$ cat config.mk
export PLATFORM = sky130hd
export DESIGN_NAME = param_updown_counter
export DESIGN_NICKNAME = d
export VERILOG_FILES = /design/src/rtl/counter_pkg.sv /design/src/rtl/counter_step_alu.sv /design/src/rtl/param_updown_counter.sv
export SDC_FILE = /design/constraint.sdc
export NUM_CORES = 1
export LEC_CHECK = 0
export CORE_MARGIN = 1
export CORE_UTILIZATION = 45
export DETAILED_ROUTE_END_ITERATION = 8
export PLACE_DENSITY = 0.76
export SLEW_MARGIN = 20
export SYNTH_ARGS = -nofsm -noshare
export SYNTH_HDL_FRONTEND = slang
export SYNTH_SLANG_ARGS = --single-unit
export TNS_END_PERCENT = 1
$ cat constraint.sdc
create_clock -name clk -period 2.75 [get_ports clk]
set_clock_uncertainty 0.05 [all_clocks]
set_input_delay 0.825 -clock clk [delete_from_list [all_inputs] [get_ports clk]]
set_output_delay 0.825 -clock clk [all_outputs]
set_load 0.02 [all_outputs]
$ cat src/rtl/counter_pkg.sv
// Shared constants and helpers for the parametrised up/down counter family.
// Included by the RTL and by the bench so load clamping is defined in one place.
package counter_pkg;

    localparam int MODE_WRAP = 0;
    localparam int MODE_SAT  = 1;

    // Wide enough for any practical counter width; callers cast down to WIDTH.
    localparam int CLAMP_W = 64;

    function automatic logic [CLAMP_W-1:0] clamp_load(
        input logic [CLAMP_W-1:0] d,
        input logic [CLAMP_W-1:0] max_val
    );
        return (d > max_val) ? max_val : d;
    endfunction

endpackage

$ cat src/rtl/counter_step_alu.sv
// Next-count arithmetic for one enabled step: bound-crossing detection, then wrap or saturate.
// Purely combinational, zero latency, no flow control.
module counter_step_alu
    import counter_pkg::*;
#(
    parameter int               WIDTH      = 8,
    parameter int               STEP_WIDTH = WIDTH,
    parameter logic [WIDTH-1:0] MAX_VAL    = {WIDTH{1'b1}},
    parameter int               SATURATE   = MODE_WRAP
) (
    input  logic [WIDTH-1:0]      i_q,
    input  logic [STEP_WIDTH-1:0] i_step,
    input  logic                  i_up_down,
    output logic [WIDTH-1:0]      o_next_q,
    output logic                  o_event
);

    // One extra bit so q+step never overflows before the bound compare.
    localparam int CW = ((WIDTH > STEP_WIDTH) ? WIDTH : STEP_WIDTH) + 1;
    localparam logic [CW-1:0] MAX_EXT = CW'(MAX_VAL);
    localparam logic [CW-1:0] MOD     = MAX_EXT + CW'(1);

    logic [CW-1:0] w_q_ext;
    logic [CW-1:0] w_step_ext;
    logic [CW-1:0] w_sum;
    logic [CW-1:0] w_diff;

    always_comb begin
        w_q_ext    = CW'(i_q);
        w_step_ext = CW'(i_step);
        w_sum      = w_q_ext + w_step_ext;
        w_diff     = w_q_ext - w_step_ext;
        o_next_q   = i_q;
        o_event    = 1'b0;
        if (i_up_down) begin
            if (w_sum <= MAX_EXT) begin
                o_next_q = WIDTH'(w_sum);
            end else begin
                o_event  = 1'b1;
                o_next_q = (SATURATE == MODE_SAT) ? MAX_VAL : WIDTH'(w_sum - MOD);
            end
        end else begin
            if (w_step_ext <= w_q_ext) begin
                o_next_q = WIDTH'(w_diff);
            end else begin
                o_event  = 1'b1;
                o_next_q = (SATURATE == MODE_SAT) ? '0 : WIDTH'(w_q_ext + MOD - w_step_ext);
            end
        end
    end

endmodule

$ cat src/rtl/param_updown_counter.sv
// Configurable up/down counter with clear/load/enable priority, wrap pulse, sticky overflow and compare.
// q/wrap/ovf update one edge after inputs; zero/match follow q combinationally; never stalls.
module param_updown_counter
    import counter_pkg::*;
#(
    parameter int               WIDTH      = 8,
    parameter logic [WIDTH-1:0] MAX_VAL    = {WIDTH{1'b1}},
    parameter int               STEP_WIDTH = WIDTH,
    parameter int               SATURATE   = MODE_WRAP
) (
    input  logic                  clk,
    input  logic                  rst,
    input  logic                  clear,
    input  logic                  load,
    input  logic [WIDTH-1:0]      d,
    input  logic                  en,
    input  logic                  up_down,
    input  logic [STEP_WIDTH-1:0] step,
    input  logic [WIDTH-1:0]      cmp,
    input  logic                  ovf_clr,
    output logic [WIDTH-1:0]      q,
    output logic                  zero,
    output logic                  match,
    output logic                  wrap,
    output logic                  ovf
);

    localparam int CW = ((WIDTH > STEP_WIDTH) ? WIDTH : STEP_WIDTH) + 1;

    logic [WIDTH-1:0] r_q;
    logic             r_wrap;
    logic             r_ovf;
    logic [WIDTH-1:0] w_next_q;
    logic             w_event;
    logic [WIDTH-1:0] w_load_val;
    logic             w_count;

    counter_step_alu #(
        .WIDTH      (WIDTH),
        .STEP_WIDTH (STEP_WIDTH),
        .MAX_VAL    (MAX_VAL),
        .SATURATE   (SATURATE)
    ) u_alu (
        .i_q       (r_q),
        .i_step    (step),
        .i_up_down (up_down),
        .o_next_q  (w_next_q),
        .o_event   (w_event)
    );

    assign w_load_val = WIDTH'(clamp_load(CLAMP_W'(d), CLAMP_W'(MAX_VAL)));
    assign w_count    = en && !clear && !load;

    always_ff @(posedge clk) begin
        if (rst) begin
            r_q    <= '0;
            r_wrap <= 1'b0;
            r_ovf  <= 1'b0;
        end else begin
            r_wrap <= 1'b0;
            if (clear) begin
                r_q <= '0;
            end else if (load) begin
                r_q <= w_load_val;
            end else if (en) begin
                r_q    <= w_next_q;
                r_wrap <= w_event;
            end
            // A new event outranks a simultaneous clear request.
            if (w_count && w_event) begin
                r_ovf <= 1'b1;
            end else if (ovf_clr) begin
                r_ovf <= 1'b0;
            end
        end
    end

    assign q     = r_q;
    assign wrap  = r_wrap;
    assign ovf   = r_ovf;
    assign zero  = (r_q == '0);
    assign match = (r_q == cmp);

    a_step_range: assert property (@(posedge clk) disable iff (rst)
        en |-> (CW'(step) <= CW'(MAX_VAL)));

endmodule

* Yosys cells after proc, flatten, opt, wreduce, memory -nomap -nowiden *
Index checks and enable logic that the tools add are counted.

storage, ports and cells
  output and inout bits = 12
  bits of input ports = 31
  word-level logic and storage cells = 32
  register bits after elaboration = 10

cells by class
  bitwise operators = 1
  eq/ne operators = 1
  magnitude comparators = 2
  reduce and logical (&&, ||, !) cells = 10
  multiplexer cells = 10
  $add $sub $neg = 5

operators with widths
  operator               number
  $mux W8                5
  $sub A8 B8 Y8          2
  $add A8 B8 Y9          1
  $le A9 B8 Y1 const B   1
  $add A8 B1 Y8 const B  1
  $eq A8 B8 Y1           1
  $le A8 B8 Y1           1
  $logic_not A8 Y1       1
  $sub A8 B1 Y8 const B  1
  $mux W1                5
  $reduce_bool A2 Y1     2
  $reduce_or A4 Y1       1
  $logic_and A1 B1 Y1    3
  $logic_not A1 Y1       2
  $reduce_or A2 Y1       1
  $not A1 Y1             1

* Logic depth before layout (Yosys ltp) *
  word-level depth = 6
  mapped depth = 9
  gate-level depth less buffers = 9

* By module *
From an unflattened synthesis, not the netlist that was laid out.

second synthesis, totals
  cell total of the unflattened synthesis = 156
  area total of the unflattened synthesis = 1280.0 um^2

by module, submodules not included
  module                area an instance (um^2)  sequential area each (um^2)  instances  cells each
  counter_step_alu      711.9                    0.0                          1          99
  param_updown_counter  568.0                    200.2                        1          57

* Least setup slack after synthesis *
OpenSTA, ideal clock, no wires.

  path kind = input to register
  from = in step[0]
  to = reg r_q[4], in the netlist q[4]
  arrival time = 2.476 ns
  required time = 2.630 ns
  path buffers = 0
  stages = 8
  path slack = 0.155 ns
  setup time = 0.070 ns
  cells stage by stage = ha_1 -> fa_1 -> nor2b_1 -> o21bai_2 -> a21oi_1 -> or3_1 -> a311o_1 -> a21oi_1

on the way
  word-level cells in the longest chain between the ends = 6
  elaborated cells between the ends (all ways) = 11
  classes of those cells = add/sub: 4; order compare: 2; mux: 5

RTL lines
  item                                           RTL line                                        text
  start: declaration                             param_updown_counter.sv:18                      input logic [STEP_WIDTH-1:0] step,
  $add A8 B8 Y9                                  counter_step_alu.sv:31                          w_sum = w_q_ext + w_step_ext;
  $sub A8 B1 Y8 or $le A9 B8 Y1 (tied branches)  counter_step_alu.sv:40, counter_step_alu.sv:36
  $mux W8                                        counter_step_alu.sv:36                          if (w_sum <= MAX_EXT) begin
  $mux W8 (*)                                    counter_step_alu.sv:35                          if (i_up_down) begin
  $mux W8 (*)                                    param_updown_counter.sv:65                      end else if (en) begin
  $mux W8 (*)                                    param_updown_counter.sv:63                      end else if (load) begin
  end signal: assignment                         param_updown_counter.sv:64                      r_q <= w_load_val;
  end signal: assignment                         param_updown_counter.sv:66                      r_q <= w_next_q;
  end: declaration                               param_updown_counter.sv:30                      logic [WIDTH-1:0] r_q;

Every way passes the cells marked *; elsewhere a longest branch is shown, timed or not. The select of a mux whose other input is x is not followed.
A chain may end at the register's enable or synchronous reset.

* Worst setup path after layout *
  from = in step[4]
  to = reg r_q[6], in the netlist q[6]

Same word-level chain as after synthesis.

==> flow_summary.yaml <==
yosys:
  ys.flop_type: "dfxtp_1"
  ys_types: 44
  synth_area_per_cell_um2: 7.85
  yosys.area.top_type: "dfxtp_1"
  synth_fp_nets: 204
  ys_warn_count: 0
  syn_area_mm2: 0.00122
  syn_inst: 155
  synth_top_area_share_pct: 16.4
  synthTopCellsByArea: "dfxtp_1 16%, ha_1 16%, xnor2_1 9.4%, a21oi_1 6.2%, nor2_1 5.5%"
  synth-async-reset-ratio_pct: 0
  yosysSeqAreaShare_pct: 16.4
  ys_ff_latch: 10
  synth-edff-count: 0
pwr:
  total_power_w: 0.000538
  power_leakage_nw: 0.867
  ir_drop_mv: 0.296
  power_density_mw_per_mm2: 283
placed_design:
  io_buffers: 42
  dp_hpwl_um: 2730
  finalWeightedCongestion: 0.887
hold_path:
  hold_path_class: "flip-flop to flip-flop"
floorplan:
  initial_core_util_pct: 48.3
  die_area_mm2: 0.00292
  ios: 43
  die_width_um: 54.0
  die_h_um: 54.0
  coreArea_mm2: 0.00252
  rows: 18
global_routing:
  overflow: 0
  antenna_found_initial: 0
  grt_start_max_net_pins: 17
  gr-usage-all-layers_pct: 26.6
  grt_pass1_vias: 1280
  grt_pass1_wl_um: 5550
timing:
  fin_crit_ns: 2.72
  setup-tns-final_ns: 0
  hold_viol_final: 0
  timing.final.crit_share_pct: 99.1
  setup-violations-final: 0
  slew_violations: 0
  timing.fmax_mhz: 367
  tightest_slew_ns: 0.363
  slew_headroom_pct: 75.7
  timing.hold.ws_ns: 0.406
cts:
  hold_buffers: 0
  cts_buffers: 3
  ctsRootBufferMaster: "clkbuf_4"
  cts_tree: "yes"
  clk_latency_ns: 0.26
  cts_sinks: 10
  cts_buffer_depth: 2
  clkTransAtPathRegs_ns: 0.06
  htree_levels: 1
layout:
  finalNetCount: 262
  final_common_cell: "clkdlybuf4s50_1"
  drive_gt1_share_pct: 20.9
  antenna_cells: 0
  area_growth_syn_to_layout_pct: 56.3
  final_cell_mix: "31 x clkdlybuf4s50_1, 18 x nor2_1, 17 x buf_4, 14 x inv_1, 14 x a21oi_1"
routing:
  drt-vias-per-instance: 5.67
  drc: 0
  dr.first_iter.drc_count: 28
  drtPass1Iterations: 4
  num_vias: 1367
  finalWirelength_um: 3870
  drtAntennaViolNets: 0
  detail_route.wl_per_cell_um: 16.0
worst_setup_path:
  crit_family: "compound AO/OA/AOI/OAI gates"
  crit_arrival_ns: 2.81
  crit_buf_inv: 2
  worstPathCellList: "clkdlybuf4s50_1 -> inv_1 -> ha_4 -> nand2_1 -> a21oi_2 -> o21ai_0 -> a221oi_2 -> xnor2_1 -> o22ai_1"
  path_class: "input port to flip-flop"
  reg2reg_setup_slack_ns: 0.32
  slowest_delay_ns: 0.49
  cp-start-kind: "input port"
  path_max_fanout: 7
  cpMaxStageDelayCell: "clkdlybuf4s50_1"
  worstPathRequired_ns: 2.84
  worstSetupEndpointType: "flip-flop"
status:
  status: "finished, final reports clean"
job:
  maxCapViolCount: 0
-- power breakdown --
part,switching (W),internal [W],leakage [nW]
Sequential,0.00000821,0.000152,0.0816
Clock,0.0000467,0.0000504,0.0138
Combinational,0.000135,0.000146,0.771
Total,0.000190,0.000348,0.867
-- per-stage QoR --
step                      area (µm²)  cells  utilization (%)  worst slack (ns)
after floorplan                 1220    155                -             0.155
after global placement          1750    236             69.4            -0.404
after detailed placement        1750    236             69.4            -0.427
after CTS                       1800    239             71.5          -0.00899
after global routing            1900    241             75.4           -0.0462
final                           1900    241             75.4            0.0250
-- worst paths after layout --
path	from	to	cells after the start
min reg2reg	ovf	ovf	1
max reg2reg	q[0]	q[6]	10
max	step[4]	q[6]	9
min	ovf	ovf	1
-- kinds of logic (layout without fill, tap and decap cells) --
logic type,after synthesis,count (layout),synth area share (%)
multiplexers,2,2,1.64
XOR/XNOR,13,13,9.35
flip-flops,10,10,16.4
buffers and inverters,21,77,7.61
AND/OR/NAND/NOR,46,46,20.3
AO/OA/AOI/OAI,45,45,24.9
adder cells (fa/ha/maj),18,18,19.7
-- sequential cells by signal, summed over array words and instances (netlist names) --
register / cells
wrap: 1
ovf: 1
q: 8
-- worst register-to-register path: cells and delay by family (launching register included) --
family	cells	cell delay (ns)
DFF	1	0.37
buffers and inverters	2	0.30
adders and majority gates	2	0.60
xor gates and xnor gates	1	0.20
and+or+nand+nor	1	0.17
AOI/OAI and AO/OA	4	0.63
-- cell usage after synthesis, types with 2 or more instances --
cell type   n
clkbuf_1    2
xnor2_1    13
buf_2       2
or4_1       2
a21o_1      2
nand2_1     4
o22ai_1     4
nor3_1      3
nor2b_1     3
nor3b_1     4
fa_1        2
nor2_1     18
a211o_1     2
ha_1       16
mux2i_1     2
o21ai_0     5
nand2b_1    2
a211oi_1    2
dfxtp_1    10
o21a_1      2
nand4_1     2
inv_1      15
a221oi_1    2
a21oi_1    15
o21bai_1    2
-- per-layer routing --
| metal | global-route usage [%] | wire length (µm) | share of wire, % |
|---|---|---|---|
| met3 | 1.41 | 154 | 4.0 |
| met1 | 32.8 | 1680 | 44 |
| met2 | 47.3 | 1950 | 50 |
| met5 | 0 | 0 | 0 |
| met4 | 11.1 | 81 | 2.1 |
-- cell type report --
| type | instances | area (µm²) |
|---|---|---|
| repair buffers | 59 | 559 |
| multi-input cells | 124 | 1030 |
| fillers | 191 | 619 |
| clock buffers | 3 | 22.5 |
| flip-flops and latches | 10 | 200 |
| well taps | 30 | 37.5 |
| inverters | 15 | 56.3 |
-- timing repair --
action,in CTS,in global routing
setup endpoints to repair,7,6
resized for setup,15,22
hold endpoints to repair,0,0
pin swaps,3,16
setup buffers,0,2
(Power assumes the default switching activity.)
